==> src/rtl/udp_decoder_pkg.sv <==
// Shared constants, FSM encoding and helpers for the UDP receive path.
package udp_decoder_pkg;

   localparam logic [15:0] UDP_HDR_LEN = 16'd8;
   localparam logic [15:0] UDP_PROTO   = 16'h0011;

   typedef enum logic [1:0] {
      IDLE    = 2'd0,
      HDR1    = 2'd1,
      PAYLOAD = 2'd2,
      DONE    = 2'd3
   } udp_state_t;

   // Byte-valid mask for the final payload word: rem MSB bytes kept
   function automatic logic [3:0] keep_mask(input logic [15:0] rem);
      case (rem)
         16'd1:   return 4'b1000;
         16'd2:   return 4'b1100;
         16'd3:   return 4'b1110;
         default: return 4'b1111;
      endcase
   endfunction

   // One's-complement fold 32 -> 17 -> 16 bits
   function automatic logic [15:0] csum_fold(input logic [31:0] acc);
      logic [16:0] s17;
      s17 = {1'b0, acc[31:16]} + {1'b0, acc[15:0]};
      return s17[15:0] + {15'd0, s17[16]};
   endfunction

endpackage

==> src/rtl/udp_csum_acc.sv <==
// One's-complement checksum accumulator: clear/add of two masked 16-bit
// halves plus an extra pre-summed term. sum16_nxt is the folded value the
// accumulator takes at the coming edge, so a registered verdict can be
// produced in the same cycle as the last add.
module udp_csum_acc
   import udp_decoder_pkg::*;
(
   input  logic        clk,
   input  logic        reset,
   input  logic        clr,
   input  logic        en,
   input  logic [31:0] word,
   input  logic [3:0]  keep,
   input  logic [31:0] extra,
   output logic [15:0] sum16_nxt
);

   logic [31:0] acc;
   logic [31:0] masked;
   logic [31:0] acc_nxt;

   // Mask dropped bytes and form the next accumulator value
   always_comb begin
      masked  = word & {{8{keep[3]}}, {8{keep[2]}}, {8{keep[1]}}, {8{keep[0]}}};
      acc_nxt = acc;
      if (en)
         acc_nxt = (clr ? 32'd0 : acc) + {16'd0, masked[31:16]} +
                   {16'd0, masked[15:0]} + extra;
   end

   assign sum16_nxt = csum_fold(acc_nxt);

   // Accumulator register
   always_ff @(posedge clk or negedge reset) begin
      if (!reset) acc <= 32'd0;
      else        acc <= acc_nxt;
   end

endmodule

==> src/rtl/udp_decoder.sv <==
// UDP receive-side decoder: parses header words, forwards payload words
// with byte-valid masks and checks the checksum incl. the pseudo-header.
module udp_decoder
   import udp_decoder_pkg::*;
#(
   parameter logic [15:0] MAX_LEN = 16'd1480
) (
   input  logic        clk,
   input  logic        reset,
   input  logic [31:0] src_ip,
   input  logic [31:0] dest_ip,
   input  logic [31:0] data,
   input  logic        data_av,
   input  logic        start,
   output logic [15:0] src_port,
   output logic [15:0] dest_port,
   output logic [15:0] len_out,
   output logic [31:0] pkg_data,
   output logic [3:0]  keep,
   output logic        wr_en,
   output logic        fin,
   output logic        chksum_ok,
   output logic        len_err
);

   udp_state_t  state;
   logic [15:0] rem;
   logic [15:0] rx_csum;
   logic [15:0] w_len;
   logic        take_start, take_hdr, take_pay;
   logic        pay_last, len_bad;
   logic        acc_clr, acc_en;
   logic [3:0]  acc_keep;
   logic [31:0] acc_extra;
   logic [15:0] sum16_nxt;

   assign w_len      = data[31:16];
   assign take_start = data_av & start;
   assign take_hdr   = data_av & ~start & (state == HDR1);
   assign take_pay   = data_av & ~start & (state == PAYLOAD);
   assign pay_last   = (rem <= 16'd4);
   assign len_bad    = (w_len < UDP_HDR_LEN) || (w_len > MAX_LEN);

   // Accumulator operand select: pseudo-header seed on w0, length again on w1
   always_comb begin
      acc_clr   = take_start;
      acc_en    = take_start | take_hdr | take_pay;
      acc_keep  = 4'b1111;
      acc_extra = 32'd0;
      if (take_start)
         acc_extra = {16'd0, src_ip[31:16]} + {16'd0, src_ip[15:0]} +
                     {16'd0, dest_ip[31:16]} + {16'd0, dest_ip[15:0]} +
                     {16'd0, UDP_PROTO};
      else if (take_hdr)
         acc_extra = {16'd0, w_len};
      else if (take_pay && pay_last)
         acc_keep = keep_mask(rem);
   end

   udp_csum_acc u_acc (
      .clk       (clk),
      .reset     (reset),
      .clr       (acc_clr),
      .en        (acc_en),
      .word      (data),
      .keep      (acc_keep),
      .extra     (acc_extra),
      .sum16_nxt (sum16_nxt)
   );

   // Main FSM with registered outputs; fin is raised on the edge entering DONE
   always_ff @(posedge clk or negedge reset) begin
      if (!reset) begin
         state     <= IDLE;
         rem       <= 16'd0;
         rx_csum   <= 16'd0;
         src_port  <= 16'd0;
         dest_port <= 16'd0;
         len_out   <= 16'd0;
         pkg_data  <= 32'd0;
         keep      <= 4'd0;
         wr_en     <= 1'b0;
         fin       <= 1'b0;
         chksum_ok <= 1'b0;
         len_err   <= 1'b0;
      end else begin
         wr_en     <= 1'b0;
         fin       <= 1'b0;
         chksum_ok <= 1'b0;
         len_err   <= 1'b0;
         if (take_start) begin
            // new datagram wins over whatever was in progress
            src_port  <= data[31:16];
            dest_port <= data[15:0];
            state     <= HDR1;
         end else begin
            case (state)
               IDLE: ;
               HDR1: if (take_hdr) begin
                  len_out <= w_len;
                  rx_csum <= data[15:0];
                  if (len_bad) begin
                     state   <= DONE;
                     fin     <= 1'b1;
                     len_err <= 1'b1;
                  end else if (w_len == UDP_HDR_LEN) begin
                     state     <= DONE;
                     fin       <= 1'b1;
                     chksum_ok <= (data[15:0] == 16'h0000) | (sum16_nxt == 16'hFFFF);
                  end else begin
                     rem   <= w_len - UDP_HDR_LEN;
                     state <= PAYLOAD;
                  end
               end
               PAYLOAD: if (take_pay) begin
                  pkg_data <= data;
                  keep     <= acc_keep;
                  wr_en    <= 1'b1;
                  rem      <= pay_last ? 16'd0 : rem - 16'd4;
                  if (pay_last) begin
                     state     <= DONE;
                     fin       <= 1'b1;
                     chksum_ok <= (rx_csum == 16'h0000) | (sum16_nxt == 16'hFFFF);
                  end
               end
               DONE: state <= IDLE;
            endcase
         end
      end
   end

endmodule

==> config.mk <==
export PLATFORM = sky130hd
export DESIGN_NAME = udp_decoder
export DESIGN_NICKNAME = d
export VERILOG_FILES = /design/src/rtl/udp_decoder_pkg.sv /design/src/rtl/udp_csum_acc.sv /design/src/rtl/udp_decoder.sv
export SDC_FILE = /design/constraint.sdc
export NUM_CORES = 1
export LEC_CHECK = 0
export BUFFER_PORTS_ARGS = -buffer_cell sky130_fd_sc_hd__buf_4
export CORE_MARGIN = 1.5
export CORE_UTILIZATION = 36
export CTS_BUF_LIST = sky130_fd_sc_hd__clkbuf_2 sky130_fd_sc_hd__clkbuf_4 sky130_fd_sc_hd__clkbuf_8
export CTS_CLUSTER_DIAMETER = 120
export DETAILED_ROUTE_END_ITERATION = 6
export GPL_TIMING_DRIVEN = 0
export PLACE_DENSITY = 0.56
export SLEW_MARGIN = 20
export SYNTH_ARGS = -nofsm -noshare
export SYNTH_HDL_FRONTEND = slang
export SYNTH_HIERARCHICAL = 1
export SYNTH_SLANG_ARGS = --single-unit
==> constraint.sdc <==
create_clock -name clk -period 9.7 [get_ports clk]
set_clock_uncertainty 0.15 [all_clocks]
set_input_delay 0.485 -clock clk [delete_from_list [all_inputs] [get_ports clk]]
set_output_delay 0.485 -clock clk [all_outputs]
set_load 0.005 [all_outputs]
Word level (Yosys, flattened, before mapping)
Index checks and enable logic that the tools add are counted.
{"block": "word_totals", "ff_bits": 154, "output_inout_bits": 88, "elab_cells": 105}
{"block": "classes", "n_addsub": 11, "n_mux": 42, "reduce_logical": 10, "n_bitwise": 11, "magnitude_cmp": 3, "n_eq_ne": 15}
{"op": "2-to-1 mux 16 bit", "count": 6}
{"op": "adder 32 x 16 -> 32 bit", "count": 2}
{"op": "2-to-1 mux 32 bit", "count": 2}
{"op": "adder 16 x 16 -> 17 bit", "count": 2}
{"op": "adder 32 x 20 -> 32 bit", "count": 1}
{"op": "AND 32 bit", "count": 1}
{"op": "== test 16 x 2 -> 1 bit, second input constant", "count": 2}
{"op": "logical NOT 16 bit", "count": 2}
{"op": "one-hot mux 16 bit (2 select lines)", "count": 1}
{"op": "2-to-1 mux 1 bit", "count": 21}
{"op": "adder 19 x 5 -> 20 bit, second input constant", "count": 1}
{"op": "2-to-1 mux 20 bit", "count": 1}
{"op": "adder 18 x 16 -> 19 bit", "count": 1}
{"op": "adder 17 x 16 -> 18 bit", "count": 1}
{"op": "adder 16 x 1 -> 16 bit", "count": 1}
{"op": "== test 16 x 1 -> 1 bit, second input constant", "count": 1}
{"op": "== test 16 bit, second input constant", "count": 1}
{"op": "== test 16 x 4 -> 1 bit, second input constant", "count": 1}
{"op": "> comparator 16 x 11 -> 1 bit, second input constant", "count": 1}
{"op": "<= comparator 16 x 3 -> 1 bit, second input constant", "count": 1}
{"op": "< comparator 16 x 4 -> 1 bit, second input constant", "count": 1}
{"op": "subtractor 16 x 3 -> 16 bit, second input constant", "count": 1}
{"op": "subtractor 16 x 4 -> 16 bit, second input constant", "count": 1}
{"op": "inequality test 3 bit, second input constant", "count": 3}
{"op": "19 further kinds", "count": 36}

Longest topological paths before layout
{"block": "depth", "ltp_word": 21, "depth_mapped": 50, "depth_no_buf": 50}

Modules after synthesis
Netlist, hierarchy kept.
{"mod": "udp_decoder", "cells_each": 899, "seq_area_each_um2": 3052.9, "instances": 1, "area_each_um2": 7593.5}
{"mod": "udp_csum_acc", "cells_each": 589, "seq_area_each_um2": 800.8, "instances": 1, "area_each_um2": 5165.0}

Worst setup path after synthesis
No wires, ideal clock.
{"block": "synth_path", "kind": "input-to-reg", "start": "input port src_ip[3]", "end": "register chksum_ok", "setup_slack_ns": -0.816, "setup_time_ns": 0.086, "arrival_time_ns": 10.280, "path_buffers": 0, "required_time_ns": 9.464, "path_stages": 46, "path_cell_list": "inv_1 > fa_1 > inv_1 > fa_1 > fa_1 > ha_1 > a21o_1 > a21oi_1 > a211oi_1 > o31ai_1 > and3_1 > o32ai_1 > inv_1 > fa_1 > inv_1 > fa_1 > ha_1 > or2_2 > [... 10 more ...] > a221o_1 > a21o_1 > a21oi_2 > and2b_2 > o21ai_0 > nand2b_1 > ha_1 > and3_1 > nand3_1 > nand2b_1 > a21oi_1 > o32ai_1 > xnor2_1 > nand4_1 > nor4_1 > a41oi_1 > o32a_2 > nor3_1"}
{"block": "synth_via", "elab_chain_cells": 16, "elab_cells_between_ends": 19, "cone_classes": "7 x add/sub; 1 x eq/ne; 9 x mux; 2 x bitwise"}
{"item": "from (decl)", "line": "udp_decoder.sv:10", "text": "input logic [31:0] src_ip,"}
{"item": "adder 16 x 16 -> 17 bit *", "line": "udp_decoder.sv:51", "text": "acc_extra = {16'd0, src_ip[31:16]} + {16'd0, src_ip[15:0]} +"}
{"item": "adder 17 x 16 -> 18 bit *", "line": "udp_decoder.sv:51"}
{"item": "adder 18 x 16 -> 19 bit *", "line": "udp_decoder.sv:52", "text": "{16'd0, dest_ip[31:16]} + {16'd0, dest_ip[15:0]} +"}
{"item": "adder 19 x 5 -> 20 bit *", "line": "udp_decoder.sv:52"}
{"item": "2-to-1 mux 20 bit *", "line": "udp_decoder.sv:50", "text": "if (take_start)"}
{"item": "net acc_extra[12]", "line": "udp_decoder.sv:34", "text": "logic [31:0] acc_extra;"}
{"item": "adder 32 x 20 -> 32 bit *", "line": "udp_csum_acc.sv:28", "text": "{16'd0, masked[15:0]} + extra;"}
{"item": "2-to-1 mux 32 bit *", "line": "udp_csum_acc.sv:26", "text": "if (en)"}
{"item": "net u_acc.acc_nxt[16]", "line": "udp_csum_acc.sv:20", "text": "logic [31:0] acc_nxt;"}
{"item": "[... 2 more ...]"}
{"item": "net sum16_nxt[7]", "line": "udp_decoder.sv:35", "text": "logic [15:0] sum16_nxt;"}
{"item": "== test 16 bit *", "line": "udp_decoder.sv:109, udp_decoder.sv:123"}
{"item": "OR 1 bit", "line": "udp_decoder.sv:109", "text": "chksum_ok <= (data[15:0] == 16'h0000) | (sum16_nxt == 16'hFFFF);"}
{"item": "2-to-1 mux 1 bit", "line": "udp_decoder.sv:106", "text": "end else if (w_len == UDP_HDR_LEN) begin"}
{"item": "2-to-1 mux 1 bit", "line": "udp_decoder.sv:102", "text": "if (len_bad) begin"}
{"item": "2-to-1 mux 1 bit", "line": "udp_decoder.sv:99", "text": "HDR1: if (take_hdr) begin"}
{"item": "one-hot mux 1 bit (2 select lines) *", "line": "udp_decoder.sv:97", "text": "case (state)"}
{"item": "2-to-1 mux 1 bit *", "line": "udp_decoder.sv:91", "text": "if (take_start) begin"}
{"item": "to (signal assigned)", "line": "udp_decoder.sv:109"}
{"item": "to (signal assigned)", "line": "udp_decoder.sv:123", "text": "chksum_ok <= (rx_csum == 16'h0000) | (sum16_nxt == 16'hFFFF);"}
{"item": "to (decl)", "line": "udp_decoder.sv:22", "text": "output logic chksum_ok,"}
The timed path passes the listed nets; every way through them passes the cells marked *.
A chain may end at the register's enable or synchronous reset.

Worst setup path in the final report
{"block": "layout_path", "start": "input port dest_ip[1]", "end": "register chksum_ok"}
{"block": "layout_via", "elab_chain_cells": 14, "elab_cells_between_ends": 17, "cone_classes": "5 x add/sub; 1 x eq/ne; 9 x mux; 2 x bitwise"}
{"item": "from (decl)", "line": "udp_decoder.sv:11", "text": "input logic [31:0] dest_ip,"}
{"item": "adder 18 x 16 -> 19 bit *", "line": "udp_decoder.sv:52"}
{"item": "adder 19 x 5 -> 20 bit *", "line": "udp_decoder.sv:52"}
{"item": "2-to-1 mux 20 bit *", "line": "udp_decoder.sv:50"}
{"item": "net acc_extra[9]", "line": "udp_decoder.sv:34"}
{"item": "adder 32 x 20 -> 32 bit *", "line": "udp_csum_acc.sv:28"}
{"item": "2-to-1 mux 32 bit *", "line": "udp_csum_acc.sv:26"}
{"item": "net u_acc.acc_nxt[16]", "line": "udp_csum_acc.sv:20"}
{"item": "adder 16 x 16 -> 17 bit *", "line": "udp_decoder_pkg.sv:27", "text": "s17 = {1'b0, acc[31:16]} + {1'b0, acc[15:0]};"}
{"item": "adder 16 x 1 -> 16 bit *", "line": "udp_decoder_pkg.sv:28", "text": "return s17[15:0] + {15'd0, s17[16]};"}
{"item": "net sum16_nxt[14]", "line": "udp_decoder.sv:35"}
{"item": "== test 16 bit *", "line": "udp_decoder.sv:109, udp_decoder.sv:123"}
{"item": "OR 1 bit", "line": "udp_decoder.sv:109"}
{"item": "2-to-1 mux 1 bit", "line": "udp_decoder.sv:106"}
{"item": "2-to-1 mux 1 bit", "line": "udp_decoder.sv:102"}
{"item": "2-to-1 mux 1 bit", "line": "udp_decoder.sv:99"}
{"item": "one-hot mux 1 bit (2 select lines) *", "line": "udp_decoder.sv:97"}
{"item": "2-to-1 mux 1 bit *", "line": "udp_decoder.sv:91"}
Marked as above.

==> results.md <==
Yosys:
- After synthesis, the most frequently instantiated cells are sky130_fd_sc_hd__nand2_1 (371), sky130_fd_sc_hd__dfrtp_1 (154), sky130_fd_sc_hd__inv_1 (149), sky130_fd_sc_hd__ha_1 (123), sky130_fd_sc_hd__o21ai_0 (71).
- The sequential area share after synthesis is 30.2%.
- The share of flip-flops with an asynchronous set or reset after synthesis is 100%.
- Counting flops with a built-in enable in the synthesized netlist gives 0.
- Yosys attributes the largest share of cell area to sky130_fd_sc_hd__dfrtp_1 (30%), sky130_fd_sc_hd__ha_1 (12%), sky130_fd_sc_hd__nand2_1 (11%).
- The number of distinct library cells after synthesis is 77.
- The most frequently used flop master after synthesis is sky130_fd_sc_hd__dfrtp_1.
- By instance count, the leading cell after synthesis is sky130_fd_sc_hd__nand2_1.
- The synthesized netlist devotes 20.8% of its cell area to simple gates.
- The gate count after technology mapping is 1488.
- The share of cell area taken by muxes after synthesis is 2.60%.
- The biggest area contributor in the post-synthesis netlist is sky130_fd_sc_hd__dfrtp_1.
- The yosys synthesis warning count is 6.
- The dominant combinational cell family by area after synthesis is adder cells.
- The fraction of the mapped netlist area in compound gates is 13.4%.
- The mapped netlist covers 12800 um2.
- The adder and majority cell fraction of the synthesized area is 22.1%.
- The top-area cell type share of the netlist area is 30.2%.
- Dividing the synthesized area by the synthesized cell count gives 8.57 um2.
- The share of the synthesized netlist area taken by xor and xnor gates is 4.78%.
- After synthesis the netlist holds a flip-flop and latch count of 154.

Layout:
- Compared with the post-synthesis result, the final layout area differs by 27.2%.
- The share of post-route cells with drive strength above 1 is 22.6%.
- For this run, the post-layout net count is 2038.
- After the flow finishes, the layout carries non-filler instances totaling 2220.
- The fill cell total of the finished layout is 3386.

Timing:
- Measured against its own limit, the worst slew margin works out to 50.8%.
- The number of hold violations in the final report is 0.
- The number of slew-limit violations in the final report is 0.
- At the pin with the least slew margin, the transition time is 0.738 ns.
- The total setup violations reported at the end of the flow is 1.
- Static timing analysis puts the maximum clock frequency at 98.0 MHz.
- The least setup slack across all paths after layout is -0.508 ns.
- The post-route clock period utilization is 105%.
- After layout, the minimum clock period comes to 10.21 ns.
- Setup repair after global routing could not meet its margin everywhere.

Placed design:
- The congestion estimate from routability-driven global placement came to 0.851.
- Buffers placed on the I/O ports in this run total 186.
- The sum of net half-perimeters after detailed placement is 30800 um.
- Including well taps, the total number of placed cells is 2149.

Drt:
- The routed layout has 11400 vias.
- The average vias per placed instance is 5.16.
- The aggregate routed wire length is 39200 um.
- The routed wirelength normalized by instance count is 17.6 um.
- For this run, the detailed router's first-pass iteration total came to 5.
- The post-detailed-route DRC marker count is 0.
- The first routing iteration left 831 violations.
- The remaining antenna violation count is 0.

Global route:
- The global router's overall resource usage is 22.0%.
- The remaining global-route overflow is 0.
- The via count of the first global-routing pass was 11600.
- The number of antenna violations at the first check in global routing is 2.
- The wire length of the first global-routing pass is 62000 um.
- The pin count of the biggest net entering global routing is 80.

Job:
- The tool flagged a number of max-cap violations equal to 0.

Run status:
- The flow ran to the end, but the final reports show violations.
- The final reports fail on setup timing.

Setup path:
- The endpoint class of the critical path is a flop.
- The slowest library cell on the worst path is sky130_fd_sc_hd__fa_1.
- The critical path is of the primary input to flop type.
- The maximum single-stage delay on the critical path is 0.52 ns.
- The cell with the most instances on the worst path is sky130_fd_sc_hd__fa_1.
- The critical path required time is 9.94 ns.
- Data arrives at the worst endpoint at 10.44 ns.
- STA classifies the critical path startpoint as a primary input.
- Of all nets on the critical path, the largest fanout is 5.
- The depth of the worst register-to-register path is 43.

CTS:
- After clock tree synthesis, the clock-pin slew on the worst setup and hold paths is 0.10 ns.
- The tree is rooted in a sky130_fd_sc_hd__clkbuf_8.
- The number of buffers on the longest clock path is 2.
- The clock sink count is 154.
- For the worst-skew pair, the clock arrives at the later sink with an insertion delay of 0.48 ns.
- The total clock buffers created by CTS is 17.
- CTS built an H-tree with a depth of 4.
- TritonCTS built the clock tree.

Floorplan:
- The I/O pin total is 188.
- The core footprint is 34700 um2.
- The initialized floorplan defines 68 standard-cell rows.
- In this run the horizontal extent of the chip is 191 um.
- The initial core utilization is 36.8%.
- The die is 191 um tall.
- The die area is 36600 um2.

Power:
- Power spread over the standard cell area amounts to 443 nW/um2.
- The leakage power figure is 8.12 nW.
- IR analysis of the VDD net gives a maximum drop of 332 uV.
- The total power is 7.18 mW.

Min path:
- The worst hold path passes through 3 cells.
- The path class of the tightest hold or removal check is primary input to flop.
through the flow:
step	hold slack, ns	worst slack [ns]	cell area (um2)	TNS (ns)	utilization [%]
3_5_place_dp	0.312	-2.15	15000	-2.15	43.2
5_1_grt	0.0836	-0.857	16200	-0.857	46.7
6_report	0.110	-0.508	16200	-0.508	46.7
4_1_cts	0.0857	-0.491	16000	-0.491	46.2
2_1_floorplan	0.0394	-0.278	13000	-0.278	-
3_3_place_gp	0.303	-2.22	15000	-2.22	43.1
metal layers:
layer  track usage [%]  wire [um]  part of all wire (%)  vias to the layer above
met4              7.09        971                   2.5                        2
met3              4.20       2110                   5.4                       60
met1              28.3      17300                    44                     5567
met5                 0         18                 0.046                        -
met2              37.0      18800                    48                      323
li1                  -          -                     -                     5494
final timing paths:
kind | slack [ns] | end | startpoint
max | -0.51 | chksum_ok | dest_ip[1]
min in group asynchronous | 0.44 | rem[14] | reset
max in group asynchronous | 8.12 | u_acc/acc[26] | reset
min reg2reg | 0.33 | keep[3] | keep[3]
min | 0.11 | pkg_data[11] | data[11]
max reg2reg | -0.20 | chksum_ok | rem[8]
logic make-up after synthesis:
kind of cell	after synthesis
compound gates	261
simple gates	589
buf+inv	197
xor+xnor	68
mux	30
fa+ha+maj	187
flops	154
other cells	2
cell usage in the layout (no fill, tap or decap), types with 14 or more instances in the layout:
cell / n
sky130_fd_sc_hd__nand2_1: 371
sky130_fd_sc_hd__buf_4: 219
sky130_fd_sc_hd__dfrtp_1: 154
sky130_fd_sc_hd__inv_1: 141
sky130_fd_sc_hd__ha_1: 94
sky130_fd_sc_hd__fa_1: 61
sky130_fd_sc_hd__o21ai_0: 57
sky130_fd_sc_hd__a21oi_1: 49
sky130_fd_sc_hd__nor2_1: 48
sky130_fd_sc_hd__xnor2_1: 40
sky130_fd_sc_hd__xor2_1: 26
sky130_fd_sc_hd__clkbuf_1: 25
sky130_fd_sc_hd__a21o_1: 25
sky130_fd_sc_hd__nor2b_1: 24
sky130_fd_sc_hd__mux2_2: 24
sky130_fd_sc_hd__ha_4: 23
sky130_fd_sc_hd__conb_1: 21
sky130_fd_sc_hd__clkbuf_8: 19
sky130_fd_sc_hd__nor3_1: 17
sky130_fd_sc_hd__nor4_1: 15
sky130_fd_sc_hd__nand4_1: 15
sky130_fd_sc_hd__o21a_1: 14
power by group:
group	internal (mW)	switching (mW)	total (mW)
clock network	0.197	0.280	0.476
registers	0.905	0.157	1.06
logic	2.67	2.98	5.64
total	3.77	3.41	7.18
worst max-delay path, delay by kind of cell:
kind                       cells  cell delay, ns
xor gates and xnor gates       2            0.30
adders and majority gates     12            3.83
and+or+nand+nor               11            1.98
buffers and inverters          8            0.64
AOI/OAI and AO/OA             17            3.23
registers in the layout, summed over array words and instances (netlist names):
register,cells
chksum_ok,1
state,2
u_acc/acc,32
keep,4
pkg_data,32
wr_en,1
len_err,1
rx_csum,16
len_out,16
src_port,16
dest_port,16
rem,16
fin,1
cell type report:
cell class                      count  area, um2  share of cell area, %
Clock inverter                     13        108                  0.663
Timing Repair Buffer              225       1740                   10.7
Sequential cell                   154       3850                   23.8
Clock buffer                       19        262                   1.61
Tap cell                          455        569                   3.51
Buffer                             47        219                   1.35
Antenna cell                        1       2.50                 0.0154
Multi-Input combinational cell   1156       8900                   54.9
Inverter                          150        571                   3.52
what timing repair did:
item	in CTS	in global routing
hold buffers	1	0
hold endpoints to repair	75	0
setup buffers	36	1
setup endpoints to repair	1	1
resized for setup	74	35
pin swaps	88	26
(Power assumes the default switching activity.)
